[src/rtl/serial_add_ctrl.sv]
// Bit-serial WIDTH-bit adder: one full-adder cell (two half adders + OR) stepped LSB first.
// Optional SERIAL_ADD_OVF_EN adds the registered signed-overflow output ovf.
module serial_add_ctrl #(
  parameter int WIDTH = 8,
  parameter int CNT_W = $clog2(WIDTH + 1)
) (
  input  logic             clk,
  input  logic             rst_n,
  input  logic             start,
  input  logic [WIDTH-1:0] a,
  input  logic [WIDTH-1:0] b,
  input  logic             cin,
  output logic             busy,
  output logic             done,
  output logic [WIDTH-1:0] sum,
  output logic             carry
`ifdef SERIAL_ADD_OVF_EN
  ,
  output logic             ovf
`endif
);

  typedef enum logic [1:0] {
    S_IDLE = 2'd0,
    S_RUN  = 2'd1,
    S_DONE = 2'd2
  } state_t;

  state_t           r_state;
  state_t           w_next;
  logic [WIDTH-1:0] r_a_sr;
  logic [WIDTH-1:0] r_b_sr;
  logic [WIDTH-1:0] r_res_sr;
  logic [WIDTH-1:0] r_sum;
  logic             r_carry;
  logic             r_c_ff;
  logic [CNT_W-1:0] r_cnt;
  logic [1:0]       w_ha1;
  logic [1:0]       w_ha2;
  logic             w_s;
  logic             w_c;
  logic             w_accept;
  logic             w_last;
  logic [WIDTH-1:0] w_res_next;

  // Returns {carry, sum} of a single-bit half adder.
  function automatic logic [1:0] half_add(input logic x, input logic y);
    return {x & y, x ^ y};
  endfunction

  always_comb begin
    w_ha1      = half_add(r_a_sr[0], r_b_sr[0]);
    w_ha2      = half_add(w_ha1[0], r_c_ff);
    w_s        = w_ha2[0];
    w_c        = w_ha1[1] | w_ha2[1];
    w_res_next = {w_s, r_res_sr[WIDTH-1:1]};
  end

  assign w_accept = start && ((r_state == S_IDLE) || (r_state == S_DONE));
  assign w_last   = (r_state == S_RUN) && (r_cnt == CNT_W'(WIDTH - 1));

  always_ff @(posedge clk) begin
    if (!rst_n) r_state <= S_IDLE;
    else        r_state <= w_next;
  end

  always_comb begin
    w_next = r_state;
    busy   = 1'b0;
    done   = 1'b0;
    case (r_state)
      S_IDLE: begin
        if (start) w_next = S_RUN;
      end
      S_RUN: begin
        busy = 1'b1;
        if (w_last) w_next = S_DONE;
      end
      S_DONE: begin
        done   = 1'b1;
        w_next = start ? S_RUN : S_IDLE;
      end
      default: w_next = S_IDLE;
    endcase
  end

  // Datapath: capture on accepted start, one bit per RUN edge, publish on the last bit.
  always_ff @(posedge clk) begin
    if (!rst_n) begin
      r_a_sr   <= '0;
      r_b_sr   <= '0;
      r_res_sr <= '0;
      r_c_ff   <= 1'b0;
      r_cnt    <= '0;
      r_sum    <= '0;
      r_carry  <= 1'b0;
    end else if (w_accept) begin
      r_a_sr <= a;
      r_b_sr <= b;
      r_c_ff <= cin;
      r_cnt  <= '0;
    end else if (r_state == S_RUN) begin
      r_a_sr   <= r_a_sr >> 1;
      r_b_sr   <= r_b_sr >> 1;
      r_c_ff   <= w_c;
      r_res_sr <= w_res_next;
      if (w_last) begin
        r_cnt   <= '0;
        r_sum   <= w_res_next;
        r_carry <= w_c;
      end else begin
        r_cnt <= r_cnt + 1'b1;
      end
    end
  end

  assign sum   = r_sum;
  assign carry = r_carry;

`ifdef SERIAL_ADD_OVF_EN
  logic r_ovf;

  // On the MSB step r_c_ff is the carry into the MSB and w_c the carry out of it.
  always_ff @(posedge clk) begin
    if (!rst_n)      r_ovf <= 1'b0;
    else if (w_last) r_ovf <= r_c_ff ^ w_c;
  end

  assign ovf = r_ovf;
`endif

endmodule

[config.mk]
export PLATFORM = sky130hd
export DESIGN_NAME = serial_add_ctrl
export DESIGN_NICKNAME = d
export VERILOG_FILES = /design/src/rtl/serial_add_ctrl.sv
export SDC_FILE = /design/constraint.sdc
export NUM_CORES = 1
export LEC_CHECK = 0
export ABC_AREA = 1
export BUFFER_PORTS_ARGS = -buffer_cell sky130_fd_sc_hd__buf_4
export CORE_ASPECT_RATIO = 1.25
export CORE_MARGIN = 4
export CORE_UTILIZATION = 35
export DETAILED_ROUTE_END_ITERATION = 10
export PLACE_DENSITY_LB_ADDON = 0.15
export SYNTH_ARGS = -nofsm -noshare
export SYNTH_HDL_FRONTEND = slang
export SYNTH_SLANG_ARGS = --single-unit
export TNS_END_PERCENT = 10
[constraint.sdc]
create_clock -name clk -period 1.75 [get_ports clk]
set_clock_uncertainty 0.2 [all_clocks]
set_input_delay 0.2625 -clock clk [delete_from_list [all_inputs] [get_ports clk]]
set_output_delay 0.2625 -clock clk [all_outputs]
set_load 0.01 [all_outputs]
==> results.py <==
metrics = {
    "cells_and_area": {
        "instances_no_fill": 348,
        "layout_commonest_cell": "nand2_1",
        "antenna-diode-count": 0,
        "post-route-util_pct": 45.3,
        "drive_above_1_share_pct": 19.4,
        "area_growth_pct": 23.4,
        "final_nets": 309,
        "final_cell_mix": "nand2_1 (48), nor2_1 (41), buf_4 (41)",
        "design_area_um2": 2180,
    },
    "global_routing": {
        "grt_use_met3_pct": 3.00,
        "grt_pass1_wl_um": 6410,
        "grt_usage_pct": 13.2,
        "antenna_found_initial": 0,
        "grt_use_met2_pct": 20.5,
        "busiest_layer": "met2",
        "grt_use_met1_pct": 16.5,
        "grt_pass1_vias": 1372,
        "gr-total-overflow": 0,
        "grt_max_degree": 24,
    },
    "synthesis": {
        "yosys-top-cells-area": "dfxtp_1 (44%), nand2_1 (10%), nand3_1 (8.8%)",
        "synth_seq_cells": 39,
        "ys_types": 20,
        "syn-instance-count": 249,
        "syn_area_per_cell_um2": 7.08,
        "yosysSeqAreaShare_pct": 44.3,
        "synth_top_area_share_pct": 44.3,
        "synth_area_leader_cell": "dfxtp_1",
        "syn-num-nets": 271,
        "yosys_warnings": 0,
        "synth_area_um2": 1760,
    },
    "detailed_routing": {
        "drt_wl_total_um": 3740,
        "vias": 1554,
        "viasPerCell": 4.47,
        "ant_nets": 0,
        "drc": 0,
        "drtPass1Iterations": 4,
        "avgRoutedWirePerCell_um": 10.7,
        "drt_iter0_drc": 85,
    },
    "worst_setup_path": {
        "critPathBufInv": 2,
        "crit_chain": "inv_4 > nor2_4 > buf_4",
        "startpoint_type": "flop",
        "worstPathMaxFanout": 7,
        "cpLargestDelayFamily": "flip-flops",
        "end_kind": "output port",
        "cp_data_arrival_time_ps": 1170,
        "critPathKind": "flop to output port",
        "cp_slowest_cell": "dfxtp_1",
        "cp_slowest_stage_delay_ps": 440,
        "required_ps": 1290,
    },
    "placed_design": {
        "post-place-cells": 335,
        "port_buffers": 30,
        "gp_congestion": 0.741,
        "placed_cell_area_um2": 2040,
        "hpwl_um": 2650,
    },
    "die": {
        "ios": 31,
        "die_h_um": 87.4,
        "core.rowCount": 28,
        "start_util_pct": 36.7,
        "core_um2": 4800,
        "dieArea_um2": 6240,
        "die_w_um": 71.5,
    },
    "sta": {
        "rsz0062_at_grt": "false",
        "finalSetupViolCount": 0,
        "hold_viol": 0,
        "setup_tns_ps": 0,
        "slew_headroom_pct": 82.2,
        "worstMarginPinSlew_ps": 266,
        "max_freq_mhz": 613,
        "drv_slew": 0,
        "period_share_pct": 93.2,
        "layout_min_cycle_time_ps": 1630,
    },
    "clock_network": {
        "cts_buffers": 5,
        "clockBufferDepth": 2,
        "root_buffer": "clkbuf_8",
        "cts_resized": 0,
        "clkSlewWorstSetupHoldPaths_ps": 70,
        "cts_tree": "built",
        "htree_levels": 2,
        "cts_sinks": 39,
        "clkLatencyLatePin_ps": 290,
    },
    "pwr": {
        "p_per_area_nw_per_um2": 880,
        "peakVddDrop_mv": 0.349,
        "p_leak_nw": 1.04,
        "finalPower_mw": 1.91,
    },
    "outcome": {
        "outcome": "finished clean",
    },
    "worst_hold_path": {
        "worst_hold_path_type": "input port to flop",
    },
    "job": {
        "drv_cap": 0,
    },
}
[state kept, by name (all words and copies together), names as in the netlist]
name,cells
carry,1
r_a_sr,8
r_b_sr,8
r_c_ff,1
r_cnt,4
r_res_sr,7
r_state,2
sum,8
[tightest hold or removal path: cells and delay by family]
family,cells,cell delay [ps]
and+or+nand+nor,2,120
buffers and inverters,1,70
[through the flow]
stage | hold WS [ps] | setup WS (ps)
global route | 32.6 | 60.7
detailed placement | 256 | 241
global placement | 248 | 282
finish | 8.91 | 119
floorplan | 197 | 359
CTS | 4.35 | 33.0
[layer usage]
metal | up-vias | part of all wire, %
met5 | - | 0
met4 | 0 | 2.0
met3 | 6 | 5.4
met2 | 31 | 47
met1 | 666 | 46
li1 | 851 | -
[cell families after synthesis]
logic type | count (synthesis) | synth area share [%]
AND/OR/NAND/NOR | 126 | 31.5
adder cells (fa/ha/maj) | 2 | 1.85
buffers and inverters | 46 | 12.1
AO/OA/AOI/OAI | 36 | 10.2
flip-flops | 39 | 44.3
[where the power goes]
group | total (mW) | switching (mW) | internal, mW
Clock | 0.660 | 0.300 | 0.360
Sequential | 0.975 | 0.0333 | 0.942
Combinational | 0.279 | 0.156 | 0.123
[Yosys cell counts]
master and count:
clkbuf_1 3, nand2_1 48, nand2_2 1, nand3_1 31
inv_1 33, nor2_2 1, nand2_4 2, o21ai_0 23
nor2_4 1, buf_4 4, inv_2 1, fa_1 1
buf_2 1, inv_4 1, a21oi_1 13, dfxtp_1 39
nor2_8 1, ha_1 1, buf_6 3, nor2_1 41
[cell type report]
type                            instances  area [µm²]
Clock buffer                            8         100
Fill cell                             509        2620
Inverter                               35         134
Multi-Input combinational cell        164         768
Sequential cell                        39         781
Tap cell                               60        75.1
Timing Repair Buffer                   42         318
[worst paths after layout]
path | startpoint | to | slack (ps) | depth (start not counted)
setup / recovery | r_state[0]$_SDFFE_PN0P_ | busy | 120 | 3
hold / removal | b[7] | r_b_sr[7]$_SDFFE_PN0P_ | 9 | 3
setup reg to reg | r_cnt[0]$_SDFFE_PP0P_ | r_cnt[3]$_SDFFE_PP0P_ | 250 | 6
hold reg to reg | sum[6]$_SDFFE_PN0P_ | sum[6]$_SDFFE_PN0P_ | 260 | 2
[repair_timing]
item / 4_1_cts / 5_1_grt
hold endpoints to repair: 1 / 0
buffers inserted: 0 / 4
endpoints found under the setup margin: 0 / 1
hold buffers: 1 / 0
Note: power is estimated with default switching activity, not from simulation.
